$ cat src/rtl/fpga_status_led_ctrl_if.sv
// Control and status bundle for the board status LED block: per-channel
// mode/rate/event inputs, the exit-code override handshake and the LED/status outputs.
interface fpga_status_led_ctrl_if #(
  parameter int NUM_LEDS = 4
);
  logic [2*NUM_LEDS-1:0] mode_i;
  logic [2*NUM_LEDS-1:0] rate_i;
  logic [NUM_LEDS-1:0]   event_i;
  logic                  exit_valid_i;
  logic [31:0]           exit_value_i;
  logic                  clear_exit_i;
  logic [NUM_LEDS-1:0]   led_o;
  logic                  heartbeat_o;
  logic                  exit_latched_o;
  logic                  exit_fail_o;

  modport master (
    output mode_i, rate_i, event_i, exit_valid_i, exit_value_i, clear_exit_i,
    input  led_o, heartbeat_o, exit_latched_o, exit_fail_o
  );

  modport slave (
    input  mode_i, rate_i, event_i, exit_valid_i, exit_value_i, clear_exit_i,
    output led_o, heartbeat_o, exit_latched_o, exit_fail_o
  );
endinterface

$ cat src/rtl/fpga_status_led_ctrl.sv
// Multi-channel status LED driver: off/on/blink/pulse-stretch per channel, with a
// latched program-exit override that shows pass (steady) or fail (blinking code).
module fpga_status_led_ctrl #(
  parameter int NUM_LEDS       = 4,
  parameter int PRESCALE_WIDTH = 27,
  parameter int STRETCH_CYCLES = 2**20
) (
  input  logic                 clk_gen,
  input  logic                 rst_n,
  fpga_status_led_ctrl_if.slave bus
);
  localparam int              SW           = $clog2(STRETCH_CYCLES + 1);
  localparam logic [SW-1:0]   STRETCH_LOAD = SW'(STRETCH_CYCLES);

  typedef enum logic {EXIT_IDLE, EXIT_LATCHED} exit_state_t;

  logic [PRESCALE_WIDTH-1:0] cnt;
  logic [3:0]                blink_taps;
  logic [SW-1:0]             stretch_q   [NUM_LEDS];
  logic [SW-1:0]             stretch_nxt [NUM_LEDS];
  exit_state_t               exit_state, exit_state_nxt;
  logic [NUM_LEDS-1:0]       code_q, code_nxt;
  logic                      fail_q, fail_nxt;
  logic [NUM_LEDS-1:0]       chan_led, led_d, led_q;

  // blink_taps[r] is the square wave for rate r; rate 0 is the prescaler MSB.
  assign blink_taps = {cnt[PRESCALE_WIDTH-4], cnt[PRESCALE_WIDTH-3],
                       cnt[PRESCALE_WIDTH-2], cnt[PRESCALE_WIDTH-1]};

  // NOTE: every sequential process uses non-blocking assignments so all registers
  // sample the same pre-edge values.
  always_ff @(posedge clk_gen or negedge rst_n) begin
    if (!rst_n) cnt <= '0;
    else        cnt <= cnt + PRESCALE_WIDTH'(1);
  end

  always_comb begin
    for (int i = 0; i < NUM_LEDS; i++) begin
      // NOTE: defaults first so no path through the case leaves a latch behind.
      stretch_nxt[i] = '0;
      chan_led[i]    = 1'b0;
      case (bus.mode_i[2*i +: 2])
        2'b01:   chan_led[i] = 1'b1;
        2'b10:   chan_led[i] = blink_taps[bus.rate_i[2*i +: 2]];
        2'b11: begin
          if (bus.event_i[i])            stretch_nxt[i] = STRETCH_LOAD;
          else if (stretch_q[i] != '0)   stretch_nxt[i] = stretch_q[i] - SW'(1);
          // Driving from the updated count gives exactly STRETCH_CYCLES on-edges.
          chan_led[i] = (stretch_nxt[i] != '0);
        end
        default: chan_led[i] = 1'b0;
      endcase
    end
  end

  always_comb begin
    exit_state_nxt = exit_state;
    code_nxt       = code_q;
    fail_nxt       = fail_q;
    case (exit_state)
      EXIT_IDLE: begin
        // Clear dominates a simultaneous exit flag; a still-high flag latches next cycle.
        if (!bus.clear_exit_i && bus.exit_valid_i) begin
          exit_state_nxt = EXIT_LATCHED;
          code_nxt       = bus.exit_value_i[NUM_LEDS-1:0];
          fail_nxt       = |bus.exit_value_i;
        end
      end
      EXIT_LATCHED: begin
        if (bus.clear_exit_i) begin
          exit_state_nxt = EXIT_IDLE;
          code_nxt       = '0;
          fail_nxt       = 1'b0;
        end
      end
      default: exit_state_nxt = EXIT_IDLE;
    endcase
  end

  always_comb begin
    led_d = chan_led;
    if (exit_state_nxt == EXIT_LATCHED)
      led_d = fail_nxt ? (code_nxt & {NUM_LEDS{cnt[PRESCALE_WIDTH-1]}}) : '1;
  end

  // NOTE: the stretch counters are a handful of flops, not a RAM, so they take the
  // async reset like any other state.
  always_ff @(posedge clk_gen or negedge rst_n) begin
    if (!rst_n) begin
      exit_state <= EXIT_IDLE;
      code_q     <= '0;
      fail_q     <= 1'b0;
      led_q      <= '0;
      for (int i = 0; i < NUM_LEDS; i++) stretch_q[i] <= '0;
    end else begin
      exit_state <= exit_state_nxt;
      code_q     <= code_nxt;
      fail_q     <= fail_nxt;
      led_q      <= led_d;
      for (int i = 0; i < NUM_LEDS; i++) stretch_q[i] <= stretch_nxt[i];
    end
  end

  assign bus.led_o          = led_q;
  assign bus.heartbeat_o    = cnt[PRESCALE_WIDTH-1];
  assign bus.exit_latched_o = (exit_state == EXIT_LATCHED);
  assign bus.exit_fail_o    = fail_q;
endmodule

$ cat src/flat_wrapper.sv
// flat-port wrapper written by rule: the top's interface ports become plain ports
module fpga_status_led_ctrl_flat 
#(
  parameter int NUM_LEDS       = 4,
  parameter int PRESCALE_WIDTH = 27,
  parameter int STRETCH_CYCLES = 2**20
)
  (clk_gen, rst_n, bus_mode_i, bus_rate_i, bus_event_i, bus_exit_valid_i, bus_exit_value_i, bus_clear_exit_i, bus_led_o, bus_heartbeat_o, bus_exit_latched_o, bus_exit_fail_o);
  fpga_status_led_ctrl_if #(.NUM_LEDS(NUM_LEDS)) bus_i ();
  input  logic clk_gen;
  input  logic rst_n;
  input wire logic [$bits(bus_i.mode_i)-1:0] bus_mode_i;
  input wire logic [$bits(bus_i.rate_i)-1:0] bus_rate_i;
  input wire logic [$bits(bus_i.event_i)-1:0] bus_event_i;
  input wire logic [$bits(bus_i.exit_valid_i)-1:0] bus_exit_valid_i;
  input wire logic [$bits(bus_i.exit_value_i)-1:0] bus_exit_value_i;
  input wire logic [$bits(bus_i.clear_exit_i)-1:0] bus_clear_exit_i;
  output wire logic [$bits(bus_i.led_o)-1:0] bus_led_o;
  output wire logic [$bits(bus_i.heartbeat_o)-1:0] bus_heartbeat_o;
  output wire logic [$bits(bus_i.exit_latched_o)-1:0] bus_exit_latched_o;
  output wire logic [$bits(bus_i.exit_fail_o)-1:0] bus_exit_fail_o;
  assign bus_i.mode_i = bus_mode_i;
  assign bus_i.rate_i = bus_rate_i;
  assign bus_i.event_i = bus_event_i;
  assign bus_i.exit_valid_i = bus_exit_valid_i;
  assign bus_i.exit_value_i = bus_exit_value_i;
  assign bus_i.clear_exit_i = bus_clear_exit_i;
  assign bus_led_o = bus_i.led_o;
  assign bus_heartbeat_o = bus_i.heartbeat_o;
  assign bus_exit_latched_o = bus_i.exit_latched_o;
  assign bus_exit_fail_o = bus_i.exit_fail_o;
  fpga_status_led_ctrl #(.NUM_LEDS(NUM_LEDS), .PRESCALE_WIDTH(PRESCALE_WIDTH), .STRETCH_CYCLES(STRETCH_CYCLES)) u_core (.clk_gen(clk_gen), .rst_n(rst_n), .bus(bus_i));
endmodule
$ cat config.mk
export PLATFORM = sky130hd
export DESIGN_NAME = fpga_status_led_ctrl_flat
export DESIGN_NICKNAME = d
export VERILOG_FILES = /design/src/rtl/fpga_status_led_ctrl_if.sv /design/src/rtl/fpga_status_led_ctrl.sv /design/src/flat_wrapper.sv
export SDC_FILE = /design/constraint.sdc
export NUM_CORES = 1
export LEC_CHECK = 0
export ABC_AREA = 1
export ABC_CLOCK_PERIOD_IN_PS = 2000
export BUFFER_PORTS_ARGS = -buffer_cell sky130_fd_sc_hd__buf_2
export CAP_MARGIN = 20
export CELL_PAD_IN_SITES_DETAIL_PLACEMENT = 0
export CELL_PAD_IN_SITES_GLOBAL_PLACEMENT = 2
export CORE_MARGIN = 1
export CORE_UTILIZATION = 35
export CTS_CLUSTER_SIZE = 40
export DETAILED_ROUTE_END_ITERATION = 16
export GPL_ROUTABILITY_DRIVEN = 0
export PLACE_DENSITY_LB_ADDON = 0.25
export SLEW_MARGIN = 10
export SYNTH_ARGS = -nofsm -noshare
export SYNTH_HDL_FRONTEND = slang
export SYNTH_SLANG_ARGS = --single-unit
$ cat constraint.sdc
create_clock -name clk_gen -period 2 [get_ports clk_gen]
set_clock_uncertainty 0.05 [all_clocks]
set_input_delay 0.6 -clock clk_gen [delete_from_list [all_inputs] [get_ports clk_gen]]
set_output_delay 0.6 -clock clk_gen [all_outputs]
set_load 0.02 [all_outputs]
* After elaboration in Yosys (flattened, before gate mapping)
Index checks and enable logic that the tools add are counted.
Storage, ports and cells: output and inout bits 7, input port bits 56, logic and storage cells 82, register bits after elaboration 121
Cells by class: eq/ne operators 12, reductions and logical operators 11, bitwise gates (word level) 2, add/sub/neg operators 5, multiplexer cells 39, order comparisons 4
Operator list (number):
- $mux 21 | 16
- $reduce_bool 21->1 | 8
- $sub 21x1->21 const B | 4
- $reduce_or 32->1 | 1
- $add 27x1->27 const B | 1
- $eq 2x2->1 const B | 8
- $mux 4 | 4
- $lt 2x3->1 const B | 4
- $pmux 1 s3 | 4
- $bmux 1 s2 | 4
- $eq 2x1->1 const B | 4
- $mux 1 | 8
- $pmux 4 s2 | 1
- $and 4x4->4 | 1
- $pmux 1 s2 | 2
- $logic_and 1x1->1 | 1
- $logic_not 1->1 | 1
- $not 1->1 | 1

* Logic depth before layout (Yosys ltp)
Gate-level depths: netlist (run 1).
depth after elaboration 7, mapped depth 17, gate-level depth less buffers 17

* Worst setup path before layout (run 1)
Ideal clock, no wire load.
path type register to register, from register u_core.stretch_q[0] in the netlist's numbering, to register u_core.led_q[3] (netlist: u_core.bus.led_o[3]), arrival time 1.687 ns, required time 1.833 ns, period minus slack after synthesis 1.854 ns, path slack 0.146 ns, cell stages (with the launch flop) 15, path buffers 1, setup time 0.117 ns, cells stage by stage dfrtp_1 > inv_1 > ha_1 > nand3_4 > nor2_8 > nand3_4 > nand2_4 > buf_6 > nor2_2 > nor2_1 > nand2_1 > nor2_1 > nand3_1 > nand2_1 > nand2_1
Between the ends: word-level cells in the longest chain between the ends 7, elaborated cells between the ends (all ways) 8, those cells by class 1 x add/sub; 5 x mux; 2 x reduce/logical
Ends and longest elaborated chain:
- from (decl) | RTL line fpga_status_led_ctrl.sv:19 | logic [SW-1:0] stretch_q [NUM_LEDS];
- $sub 21x1->21 / $reduce_bool 21->1 (equally long branches) | RTL line fpga_status_led_ctrl.sv:47 | else if (stretch_q[i] != '0) stretch_nxt[i] = stretch_q[i] - SW'(1);
- $mux 21 (*) | RTL line fpga_status_led_ctrl.sv:47
- $mux 21 (*) | RTL line fpga_status_led_ctrl.sv:46 | if (bus.event_i[i]) stretch_nxt[i] = STRETCH_LOAD;
- $mux 21 (*) | RTL line fpga_status_led_ctrl.sv:42 | case (bus.mode_i[2*i +: 2])
- $reduce_bool 21->1 (*) | RTL line fpga_status_led_ctrl.sv:49 | chan_led[i] = (stretch_nxt[i] != '0);
- $pmux 1 s3 (*) | RTL line fpga_status_led_ctrl.sv:42
- $mux 4 (*) | RTL line fpga_status_led_ctrl.sv:82 | if (exit_state_nxt == EXIT_LATCHED)
- net u_core.led_d[3] | RTL line fpga_status_led_ctrl.sv:24 | logic [NUM_LEDS-1:0] chan_led, led_d, led_q;
- to (signal assigned) | RTL line fpga_status_led_ctrl.sv:99 | led_q <= led_d;
- to (decl) | RTL line fpga_status_led_ctrl.sv:24
The timed path passes the listed nets; every way through them passes the cells marked *. The select of a mux whose other input is x is not followed.

* Worst setup path after layout (run 1)
from register u_core.stretch_q[63] in the netlist's numbering, to register u_core.led_q[0] (netlist: u_core.bus.led_o[0])
Same word-level chain as after synthesis.

==> results.env, run 1 <==
SHARE_OF_CELLS_ABOVE_DRIVE_STRENGTH_1=0.292
SLEW_VIOL_FINAL=0
MAXIMUM_NUMBER_OF_PINS_ON_ONE_NET_BEFORE_GLOBAL_ROUTE_REPAIR=30
TRITONCTS_NUM_SINKS=121
SETUP_WS_NS=-0.0115
FIN_CELLS=1569
SETUP-VIOLATIONS-FINAL=1
CTS.HTREE.LEVELS=4
SYN-NUM-NETS=1122
FINALCRITPERIODSHARE=1.01
DESIGN_AREA_MM2=0.0102
SYNTH_ENABLE_FLOP_CELLS=0
TIMING.FINAL.HOLD_VIOLATIONS=0
PERIOD_MINUS_SLACK_NS=2.01
COUNT_OF_WARNINGS_EMITTED_BY_YOSYS=0
NUM_ANTENNA_CELLS=0
DIE_WIDTH_UM=149
SYNTHCELLS=1058
DP.CELLS=1518
PLACE_HPWL_MM=15.2
VIA_COUNT_OF_THE_FIRST_GLOBAL_ROUTING_PASS=6838
IR_DROP_V=0.000948
WORST-ENDPOINT-ARRIVAL_NS=2.27
CTS-ROOT-TO-SINK-BUFFERS=2
WORST_SETUP_HOLD_PATH_CLK_SLEW_NS=0.06
TRACK_USAGE=0.190
CTS_BUF_COUNT=17
POSTSYNTHREGISTERBITS=121
WORST_SLEW_PIN_SLEW_NS=0.530
DRT-WIRELENGTH-PER-CELL_UM=12.7
SYNTHFLOPTYPE='sky130_fd_sc_hd__dfrtp_1'
PLACE_AREA_MM2=0.00921
ROWS=53
CPPEAKSTAGEDELAY_NS=0.38
INITIAL_CORE_UTIL=0.358
MAXSLEWHEADROOM=0.643
WORST_FLOP_TO_FLOP_PATH_ENDPOINT='u_core.bus.led_o[0]'
CRIT_SLOWEST_CELL='sky130_fd_sc_hd__dfrtp_1'
STATIC-LEAKAGE-POWER_nW=5.32
PATH_MAX_FANOUT=7
RSZ_0062_RAISED_AFTER_GLOBAL_ROUTING='true'
TOP_LEVEL_PORTS=63
DIEHEIGHT_UM=149
FILL_CELLS=2170
CRIT_CHAIN='inv_2, ha_4, inv_1, nor2_1, nand2_1, nor2_2, nand3_4, buf_6, o21ai_2, nand2_1, nor2_1, nand2_1, nor2_1, nand2_1, nand2_1, nand2_1'
SEQ_AREA_FRAC_SYNTH=0.401
CAP_VIOLATIONS=0
NETLIST_AREA_MM2=0.00755
GRT.OVERFLOW.TOTAL=0
WORSTSKEWPAIRLATENCY_NS=0.42
PROPORTION_OF_REGISTER_BITS_WITH_ASYNCHRONOUS_SET_OR_RESET_AFTER_SYNTHESIS=1.00
AREA_GROWTH_SYN_TO_LAYOUT_PCT=35.0
DRT.ANTENNA.VIOLATING_NETS=0
NUMPORTBUFFERS=62
SYNTH_CELL_TYPES=41
CTS.ROOT.BUFFER_CELL='sky130_fd_sc_hd__clkbuf_16'
WORSTPATHREQUIRED_NS=2.26
ENDPOINT_KIND='register'
WHS_NS=0.0520
CLOCK_TREE_FROM_TRITONCTS='built'
DRT-INITIAL-DRC-COUNT=228
GRT_PASS1_WL_MM=33.2
POST-LAYOUT-TOTAL-POWER_mW=21.5
TOTAL_ROUTED_WIRELENGTH_MM=20.0
REG2REG_DEPTH=16
HOLD_PATH_CLASS='input pin to async pin'
AVGVIACOUNTPERCELL=4.54
FAILING_CHECKS='negative setup slack'
PATH_CLASS='register to register'
CRITICAL-PATH-TOP-CELL-BY-COUNT='sky130_fd_sc_hd__nand2_1'
POSTSYNTHAREAPERCELL_UM2=7.14
REMAINING_DRC_ERRORS=0
CRITICAL_PATH.REG2REG.STARTPOINT='u_core.stretch_q[63]'
WORST-PATH-BUF-INV=3
POWERDENSITY_mW_PER_MM2=2110
NUM_VIAS=7126
FMAXACHIEVABLE_MHz=497
CORE_AREA_MM2=0.0211
DPL_WORST_SLACK_NS=-0.182
ANTENNA_FOUND_INITIAL=0
DIEAREA_MM2=0.0222
FIRSTDRTPASSITERS=5
FINAL_NET_COUNT=1346
PATH_DELAY_FAMILY='simple AND/OR/NAND/NOR gates'
CP-START-KIND='register'
REGTOREGSETUPSLACK_NS=-0.01
RUN_STATUS='finished, violations left'
==> cells in the final DEF (no fill, tap or decap), types with 5 or more instances in the layout <==
master                      netlist  final
sky130_fd_sc_hd__a21oi_1         29     27
sky130_fd_sc_hd__buf_12           0      6
sky130_fd_sc_hd__buf_2            2     61
sky130_fd_sc_hd__buf_4            0    149
sky130_fd_sc_hd__clkbuf_16        0     17
sky130_fd_sc_hd__clkinv_2         0      6
sky130_fd_sc_hd__dfrtp_1        121    118
sky130_fd_sc_hd__inv_1          103     96
sky130_fd_sc_hd__inv_2            6     12
sky130_fd_sc_hd__nand2_1        272    261
sky130_fd_sc_hd__nand2_2         15     26
sky130_fd_sc_hd__nand3_1         70     66
sky130_fd_sc_hd__nand3_2          2      6
sky130_fd_sc_hd__nand3_4          5      6
sky130_fd_sc_hd__nand4_1         14     14
sky130_fd_sc_hd__nor2_1         212    191
sky130_fd_sc_hd__nor2_2          18     37
sky130_fd_sc_hd__nor2_4          16     18
sky130_fd_sc_hd__nor3_1          48     46
sky130_fd_sc_hd__nor4_1           5      5
sky130_fd_sc_hd__o21ai_0         25     24
sky130_fd_sc_hd__xnor2_1         19     19
sky130_fd_sc_hd__xor2_1          23     23
==> worst register-to-register path, delay by kind of cell, from the launching register on <==
family	cells	cell delay (ns)
buffers and inverters	3	0.30
AND/OR/NAND/NOR	11	0.99
adder cells (fa/ha/maj)	1	0.13
AO/OA/AOI/OAI	1	0.04
flip-flops	1	0.38
==> sequential cells by signal, indices dropped and copies added, names as in the netlist <==
name,flops
u_core.bus.led_o,4
u_core.code_q,4
u_core.stretch_q,84
u_core.bus.exit_fail_o,1
u_core.bus.exit_latched_o,1
u_core.cnt,27
==> Yosys cell counts, types with 2 or more instances <==
library cell | instances | area (um^2)
sky130_fd_sc_hd__nand2_2 | 15 | 93.8
sky130_fd_sc_hd__nor4_1 | 5 | 31.3
sky130_fd_sc_hd__nor2_4 | 16 | 180
sky130_fd_sc_hd__nand2_1 | 272 | 1020
sky130_fd_sc_hd__buf_6 | 3 | 33.8
sky130_fd_sc_hd__buf_2 | 2 | 10.0
sky130_fd_sc_hd__nand3_2 | 2 | 20.0
sky130_fd_sc_hd__o32ai_1 | 2 | 17.5
sky130_fd_sc_hd__o21ai_0 | 25 | 125
sky130_fd_sc_hd__o21bai_1 | 3 | 22.5
sky130_fd_sc_hd__nand2_4 | 3 | 33.8
sky130_fd_sc_hd__xor2_1 | 23 | 201
sky130_fd_sc_hd__inv_2 | 6 | 22.5
sky130_fd_sc_hd__a21o_1 | 3 | 22.5
sky130_fd_sc_hd__nand4_1 | 14 | 87.6
sky130_fd_sc_hd__nand3_4 | 5 | 87.6
sky130_fd_sc_hd__o21ai_1 | 5 | 25.0
sky130_fd_sc_hd__dfrtp_1 | 121 | 3030
sky130_fd_sc_hd__nand3b_1 | 4 | 30.0
sky130_fd_sc_hd__inv_1 | 103 | 387
sky130_fd_sc_hd__ha_1 | 8 | 100
sky130_fd_sc_hd__a21oi_1 | 29 | 145
sky130_fd_sc_hd__nor3_1 | 48 | 240
sky130_fd_sc_hd__clkbuf_1 | 9 | 33.8
sky130_fd_sc_hd__nor2_1 | 212 | 796
sky130_fd_sc_hd__nand3_1 | 70 | 350
sky130_fd_sc_hd__nor2_2 | 18 | 113
sky130_fd_sc_hd__xnor2_1 | 19 | 166
==> per-stage QoR <==
step                      TNS (ns)  utilization
final                      -0.0115        0.484
after global routing        -0.420        0.484
after CTS                  -0.0111        0.467
after detailed placement    -0.368        0.437
after global placement      -0.270        0.437
after floorplan                  0            -
==> worst max-delay path by stage <==
stage | start | to | slack, ns | cells after the start
6_report | u_core.stretch_q[63] | u_core.bus.led_o[0] | -0.01 | 16
5_1_grt | u_core.stretch_q[63] | u_core.bus.led_o[0] | -0.19 | 17
4_1_cts | u_core.stretch_q[63] | u_core.bus.led_o[0] | -0.01 | 17
3_5_place_dp | bus_exit_value_i[16] | u_core.bus.led_o[1] | -0.18 | 9
3_3_place_gp | bus_exit_value_i[16] | u_core.bus.led_o[1] | -0.15 | 9
2_1_floorplan | u_core.stretch_q[0] | u_core.bus.led_o[3] | 0.15 | 14
==> area by class of cell <==
| class | instances | area [um^2] | area share |
|---|---|---|---|
| Clock buffer | 22 | 474 | 0.0465 |
| Inverter | 111 | 429 | 0.0421 |
| Timing Repair Buffer | 218 | 1570 | 0.154 |
| Multi-Input combinational cell | 813 | 4260 | 0.417 |
| Tap cell | 275 | 344 | 0.0337 |
| Clock inverter | 9 | 97.6 | 0.00957 |
| Sequential cell | 121 | 3030 | 0.297 |
==> power breakdown <==
part / total [mW] / switching (mW) / internal [mW]
Clock: 3.00 / 1.09 / 1.91
Sequential: 3.35 / 0.418 / 2.93
Combinational: 15.2 / 8.58 / 6.60
Total: 21.5 / 10.1 / 11.4
==> cells by family (layout without fill, tap and decap cells) <==
logic type / count (synthesis) / count (layout) / synth area share
simple gates: 691 / 692 / 0.420
buf+inv: 125 / 360 / 0.0661
flops: 121 / 121 / 0.401
compound gates: 71 / 71 / 0.0513
xor+xnor: 42 / 42 / 0.0487
fa+ha+maj: 8 / 8 / 0.0132
==> repair_timing <==
action                     CTS  global route
setup endpoints to repair    2             7
pin swaps                    4            23
cloned                       0             1
gates resized for setup     12            63
hold buffers                 0             0
setup buffers                4            15
==> layer usage <==
| metal | vias to the layer above | GRT usage | part of all wire |
|---|---|---|---|
| met3 | 14 | 0.0269 | 0.028 |
| li1 | 3802 | - | - |
| met4 | 0 | 0.0592 | 0.013 |
| met1 | 3211 | 0.265 | 0.50 |
| met2 | 99 | 0.304 | 0.46 |
| met5 | - | 0 | 0 |
Note: power is estimated with default switching activity, not from simulation.
==> run 2: changes to the inputs <==
--- a/config.mk
+++ b/config.mk
@@ -18,3 +18,4 @@
 export GPL_ROUTABILITY_DRIVEN = 0
-export PLACE_DENSITY_LB_ADDON = 0.25
+export PLACE_DENSITY = 0.78
+export SKIP_LAST_GASP = 1
 export SLEW_MARGIN = 10
==> constraint.sdc (replaced) <==
create_clock -name clk_gen -period 2 [get_ports clk_gen]
set_clock_uncertainty 0.05 [all_clocks]
set_input_delay 0 -clock clk_gen [delete_from_list [all_inputs] [get_ports clk_gen]]
set_output_delay 0 -clock clk_gen [all_outputs]
set_load 0.02 [all_outputs]
==> run 2 against run 1 <==
Net effect: the flow now finishes without violations; combinational power hardly changed; via count is 1.2% higher; first-iteration DRC count is 30% higher; critical path depth is 3 lower; sequential cell count stayed put; sequential power is 3% higher; clock-buffer cell count is 2 lower; clock power is 6% higher.
==> results.env, run 2 (same netlist as run 1, synthesis figures left out) <==
ROWS=53
LEADING_CELL_TYPE_IN_THE_LAYOUT_FILL_AND_TAPS_EXCLUDED='sky130_fd_sc_hd__nand2_1'
CTS.ROOT.BUFFER_CELL='sky130_fd_sc_hd__clkbuf_16'
NUM_ANTENNA_CELLS=0
DRT.ANTENNA.VIOLATING_NETS=0
POWERDENSITY_mW_PER_MM2=2140
SETUP_WS_NS=0.0621
FIN_CELLS=1533
HOLD_PATH_CLASS='input pin to register'
TRITONCTS_NUM_SINKS=121
FIRSTDRTPASSITERS=5
CLOCK_TREE_FROM_TRITONCTS='built'
NUMPORTBUFFERS=62
TOP_REGISTER='u_core.stretch_q'
RUN_STATUS='finished, final reports clean'
GRT.OVERFLOW.TOTAL=0
VIA_COUNT_OF_THE_FIRST_GLOBAL_ROUTING_PASS=6840
ENDPOINT_KIND='register'
PATH_CLASS='register to register'
WORST-ENDPOINT-ARRIVAL_NS=2.19
NUM_VIAS=7214
CAP_VIOLATIONS=0
TOTAL_ROUTED_WIRELENGTH_MM=20.8
CP-START-KIND='register'
CTS_BUF_COUNT=17
DIEHEIGHT_UM=149
PLACE_AREA_MM2=0.00865
REGAREA_MM2=0.00304
SETUP-VIOLATIONS-FINAL=0
RSZ_0062_RAISED_AFTER_GLOBAL_ROUTING='true'
CTS-ROOT-TO-SINK-BUFFERS=2
DIEAREA_MM2=0.0222
MAXSLEWHEADROOM=0.642
CTS.HTREE.LEVELS=4
PATH_MAX_FANOUT=6
TRACK_USAGE=0.194
REMAINING_DRC_ERRORS=0
STATIC-LEAKAGE-POWER_nW=5.15
FINALCRITPERIODSHARE=0.969
WORSTSKEWPAIRLATENCY_NS=0.42
DPL_WORST_SLACK_NS=-0.0948
PERIOD_MINUS_SLACK_NS=1.94
WORST_SETUP_HOLD_PATH_CLK_SLEW_NS=0.06
DESIGN_AREA_MM2=0.0101
AREA_GROWTH_SYN_TO_LAYOUT_PCT=34.2
MAX_FFS_PER_REGISTER=84
GRT_PASS1_WL_MM=33.7
DP.CELLS=1448
SHARE_OF_CELLS_ABOVE_DRIVE_STRENGTH_1=0.274
LAYOUT_TOP_REGISTERS='u_core.stretch_q (84), u_core.cnt (27)'
SLEW_VIOL_FINAL=0
WORSTPATHREQUIRED_NS=2.25
TIMING.FINAL.HOLD_VIOLATIONS=0
CORE_AREA_MM2=0.0211
IR_DROP_V=0.000693
DIE_WIDTH_UM=149
MULTI_INPUT_COMB_AREA_MM2=0.00442
DRT-INITIAL-DRC-COUNT=296
FMAXACHIEVABLE_MHz=516
TOP_LEVEL_PORTS=63
DRT-WIRELENGTH-PER-CELL_UM=13.6
PLACE_HPWL_MM=14.9
INITIAL_CORE_UTIL=0.358
AVGVIACOUNTPERCELL=4.71
ANTENNA_FOUND_INITIAL=0
MAXIMUM_NUMBER_OF_PINS_ON_ONE_NET_BEFORE_GLOBAL_ROUTE_REPAIR=55
FINAL_NET_COUNT=1310
FILL_CELLS=2165
WORST_SLEW_PIN_SLEW_NS=0.537
FINAL_CELL_MIX='256 x sky130_fd_sc_hd__nand2_1, 182 x sky130_fd_sc_hd__nor2_1, 115 x sky130_fd_sc_hd__dfrtp_1'
==> run 2: cell count changes in the layout (fill, tap and decap cells not counted), moves of 4 or more <==
cell                            change
sky130_fd_sc_hd__buf_4             -65
sky130_fd_sc_hd__buf_6              +8
sky130_fd_sc_hd__clkinv_2           -4
sky130_fd_sc_hd__dlygate4sd3_1     +20
sky130_fd_sc_hd__nand2_1            -5
sky130_fd_sc_hd__nand2_4            +5
sky130_fd_sc_hd__nand3_2            +4
sky130_fd_sc_hd__nor2_1             -9
sky130_fd_sc_hd__nor2_2             +4
sky130_fd_sc_hd__nor2_4             +6
==> run 2: cell type report <==
class / instances / share of cell area
tap: 275 / 0.0339
multi-input combinational: 817 / 0.436
inverter: 111 / 0.0418
timing repair buffer: 178 / 0.129
clock inverter: 11 / 0.0146
clock buffer: 20 / 0.0451
sequential: 121 / 0.299
==> run 2: power breakdown <==
part,internal [mW],switching (mW),leakage (nW)
Combinational,6.24,8.83,3.23
Clock,2.02,1.17,0.284
Sequential,2.93,0.503,1.63
Total,11.2,10.5,5.15
==> run 2: worst max-delay path, stage by stage (launching register included) <==
cell	delay [ns]
sky130_fd_sc_hd__dfrtp_1	0.40
sky130_fd_sc_hd__nor2_2	0.18
sky130_fd_sc_hd__nand2_2	0.11
sky130_fd_sc_hd__nor2_8	0.16
sky130_fd_sc_hd__buf_6	0.15
sky130_fd_sc_hd__buf_4	0.11
sky130_fd_sc_hd__nand3_1	0.05
sky130_fd_sc_hd__nand2_1	0.10
sky130_fd_sc_hd__a21o_1	0.13
sky130_fd_sc_hd__nand2_1	0.06
sky130_fd_sc_hd__nor2_2	0.11
sky130_fd_sc_hd__nand3_1	0.08
sky130_fd_sc_hd__nand2_1	0.08
sky130_fd_sc_hd__nand2_1	0.05
==> run 2: final timing paths <==
check | start | end | slack, ns | cells after the start
worst max-delay path | u_core.stretch_q[5] | u_core.bus.led_o[3] | 0.06 | 13
max in group asynchronous | rst_n | u_core.stretch_q[7] | 1.16 | 3
worst min register to register | u_core.cnt[0] | u_core.cnt[0] | 0.40 | 1
worst min-delay path | bus_exit_value_i[29] | u_core.bus.exit_fail_o | 0.03 | 5
min in group asynchronous | rst_n | u_core.stretch_q[41] | 0.07 | 2
worst max register to register | u_core.stretch_q[5] | u_core.bus.led_o[3] | 0.06 | 13
==> run 2: through the flow <==
| stage | setup TNS, ns | power, mW | util | hold WS (ns) |
|---|---|---|---|---|
| floorplan | 0 | 12.3 | - | -0.346 |
| global placement | -0.0286 | 15.9 | 0.410 | -0.0425 |
| detailed placement | -0.0948 | 15.8 | 0.410 | -0.0436 |
| CTS | 0 | 19.5 | 0.451 | 0.00696 |
| global route | -0.246 | 23.8 | 0.481 | 0.0637 |
| finish | 0 | 21.7 | 0.481 | 0.0297 |
==> run 2: what timing repair did <==
item                       4_1_cts  5_1_grt
hold endpoints to repair       117        0
resized for setup                4      109
setup buffers                    1       28
gates cloned                     3        2
setup endpoints to repair        2        7
pin swaps                        2       41
hold buffers                    20        0
==> run 2: metal layers <==
layer / GRT usage / vias up / wire length, um
met4: 0.0495 / 0 / 174
met5: 0 / - / 0
met1: 0.260 / 3338 / 10200
li1: - / 3746 / -
met3: 0.0343 / 13 / 683
met2: 0.322 / 117 / 9720
==> run 3: changes to the inputs <==
ABC_CLOCK_PERIOD_IN_PS = 2500   (was 2000)
CORE_MARGIN = 5   (was 1)
CORE_UTILIZATION = 37   (was 35)
PLACE_DENSITY = 0.82   (was 0.78)
SETUP_SLACK_MARGIN = 0.4   (was default)
clock period = 2.5 ns   (was 2 ns; I/O delays follow)
==> run 3 against run 2 <==
Net effect: highest routed layer unchanged; worst hold slack got worse by 0.0045 ns; wire length decreased by 5.1%; utilization decreased by 0.76 points; final area decreased by 5.9%; sequential cell count unchanged; critical path depth increased by 4; maximum frequency decreased by 2.4%.
==> results.env, run 3 (same netlist as run 1, synthesis figures left out) <==
RUN_STATUS='finished, final reports clean'
TIMING.FINAL.HOLD_VIOLATIONS=0
WORST_SLEW_PIN_SLEW_NS=0.614
ROWS=52
CRITICAL_PATH.REG2REG.STARTPOINT='u_core.stretch_q[64]'
LAYOUT_TOP_REGISTERS='u_core.stretch_q (84), u_core.cnt (27)'
FINAL_NET_COUNT=1257
FINALSETUPTNS_NS=0
DRT.ANTENNA.VIOLATING_NETS=0
RSZ_0062_RAISED_AFTER_GLOBAL_ROUTING='true'
FINALCRITPERIODSHARE=0.794
LEADING_CELL_TYPE_IN_THE_LAYOUT_FILL_AND_TAPS_EXCLUDED='sky130_fd_sc_hd__nand2_1'
PATH_CLASS='register to register'
CTS.ROOT.BUFFER_CELL='sky130_fd_sc_hd__clkbuf_16'
SLEW_VIOL_FINAL=0
WORST-PATH-BUF-INV=4
PATH_MAX_FANOUT=8
POWERDENSITY_mW_PER_MM2=1660
HOLD-PATH-ENDPOINT='u_core.bus.exit_fail_o'
DIE_WIDTH_UM=153
FMAXACHIEVABLE_MHz=504
IR_DROP_V=0.000691
WORST_FLOP_TO_FLOP_PATH_ENDPOINT='u_core.bus.led_o[0]'
AVGVIACOUNTPERCELL=4.69
MAXSLEWHEADROOM=0.590
CTS-ROOT-TO-SINK-BUFFERS=2
CRIT_SLOWEST_CELL='sky130_fd_sc_hd__dfrtp_1'
CLOCK_TREE_FROM_TRITONCTS='built'
ENDPOINT_KIND='register'
VIA_COUNT_OF_THE_FIRST_GLOBAL_ROUTING_PASS=6464
GRT.OVERFLOW.TOTAL=0
HP-START='bus_exit_value_i[12]'
PATH_DELAY_FAMILY='simple AND/OR/NAND/NOR gates'
CTS.HTREE.LEVELS=4
ANTENNA_FOUND_INITIAL=0
DRT-INITIAL-DRC-COUNT=397
POST-LAYOUT-TOTAL-POWER_mW=15.8
CRIT_CHAIN='inv_2, ha_4, inv_1, nor2_1, nand2_1, nor2_4, nand3_4, nand2_8, inv_8, nand3_1, nand2_1, inv_1, nand2_1, nor2_1, nand2_1, nand2_1, nand2_1'
WORSTPATHREQUIRED_NS=2.76
WORSTSKEWPAIRLATENCY_NS=0.42
SHARE_OF_CELLS_ABOVE_DRIVE_STRENGTH_1=0.203
PERIOD_MINUS_SLACK_NS=1.98
TRITONCTS_NUM_SINKS=121
STATIC-LEAKAGE-POWER_nW=4.88
CAP_VIOLATIONS=0
FIRSTDRTPASSITERS=5
REMAINING_DRC_ERRORS=0
FINAL_CELL_MIX='266 x sky130_fd_sc_hd__nand2_1, 197 x sky130_fd_sc_hd__nor2_1, 119 x sky130_fd_sc_hd__dfrtp_1'
CORE_AREA_MM2=0.0202
HOLD_PATH_CLASS='input pin to register'
SETUP-VIOLATIONS-FINAL=0
WORST-ENDPOINT-ARRIVAL_NS=2.24
CRITICAL-PATH-TOP-CELL-BY-COUNT='sky130_fd_sc_hd__nand2_1'
INITIAL_CORE_UTIL=0.375
CP-START-KIND='register'
MAXIMUM_NUMBER_OF_PINS_ON_ONE_NET_BEFORE_GLOBAL_ROUTE_REPAIR=46
CPPEAKSTAGEDELAY_NS=0.39
DRT-WIRELENGTH-PER-CELL_UM=13.4
GRT_PASS1_WL_MM=32.0
MAX_FFS_PER_REGISTER=84
WORST_SETUP_HOLD_PATH_CLK_SLEW_NS=0.05
AREA_GROWTH_SYN_TO_LAYOUT_PCT=26.3
NUMPORTBUFFERS=62
REG2REG_DEPTH=17
DIEHEIGHT_UM=153
TOTAL_ROUTED_WIRELENGTH_MM=19.7
CTS_BUF_COUNT=17
TRACK_USAGE=0.165
PLACE_HPWL_MM=14.1
TOP_REGISTER='u_core.stretch_q'
REGTOREGSETUPSLACK_NS=0.52
NUM_VIAS=6929
DIEAREA_MM2=0.0234
TOP_LEVEL_PORTS=63
NUM_ANTENNA_CELLS=0
HOLDPATHSTAGES=5
-- run 3: routing by layer --
| layer | routed length (um) | vias to the layer above | global-route usage |
|---|---|---|---|
| li1 | - | 3639 | - |
| met1 | 10100 | 3159 | 0.236 |
| met2 | 8720 | 115 | 0.259 |
| met3 | 691 | 16 | 0.0368 |
| met4 | 178 | 0 | 0.0369 |
| met5 | 0 | - | 0 |
-- run 3: cell type report --
cell class / count / area (um^2)
fill: 2066 / 10600
inverter: 111 / 429
multi-input combinational: 818 / 4270
clock inverter: 9 / 145
tap: 270 / 338
clock buffer: 23 / 468
timing repair buffer: 124 / 865
sequential: 121 / 3030
-- run 3: per-stage QoR --
step                cells  setup WS [ns]  cell area [um^2]  utilization  hold slack (ns)
floorplan            1058          0.646              7550            -           -0.346
global placement     1384          0.279              8200        0.407          0.00164
detailed placement   1384          0.288              8200        0.407          0.00636
CTS                  1441          0.370              9090        0.451          0.00430
global route         1476          0.362              9540        0.473           0.0380
finish               1476          0.515              9540        0.473           0.0253
-- run 3: how the worst max path moves through the flow --
stage / startpoint / end / slack [ns] / cells after the start
final: u_core.stretch_q[64] / u_core.bus.led_o[0] / 0.52 / 17
after detailed placement: u_core.stretch_q[0] / u_core.bus.led_o[3] / 0.29 / 13
after global placement: u_core.stretch_q[0] / u_core.bus.led_o[3] / 0.28 / 13
after global routing: u_core.stretch_q[64] / u_core.bus.led_o[0] / 0.36 / 16
after CTS: u_core.stretch_q[0] / u_core.bus.led_o[3] / 0.37 / 13
after floorplan: u_core.stretch_q[0] / u_core.bus.led_o[3] / 0.65 / 14
-- run 3: worst min-delay path: stages --
cell and delay (ns):
sky130_fd_sc_hd__buf_2 0.07, sky130_fd_sc_hd__nor4_1 0.04, sky130_fd_sc_hd__nand4_1 0.08, sky130_fd_sc_hd__o21ai_0 0.08, sky130_fd_sc_hd__nand2_1 0.16
-- run 3: timing repair --
action	4_1_cts	5_1_grt
cloned	1	5
resized for setup	4	52
setup buffers	0	30
pin swaps	3	30
endpoints found under the hold margin	72	0
setup endpoints to repair	3	4
hold buffers	24	0
-- run 3: power breakdown --
group | switching [mW] | internal (mW)
logic | 6.58 | 3.87
registers | 0.423 | 2.34
clock network | 0.872 | 1.71
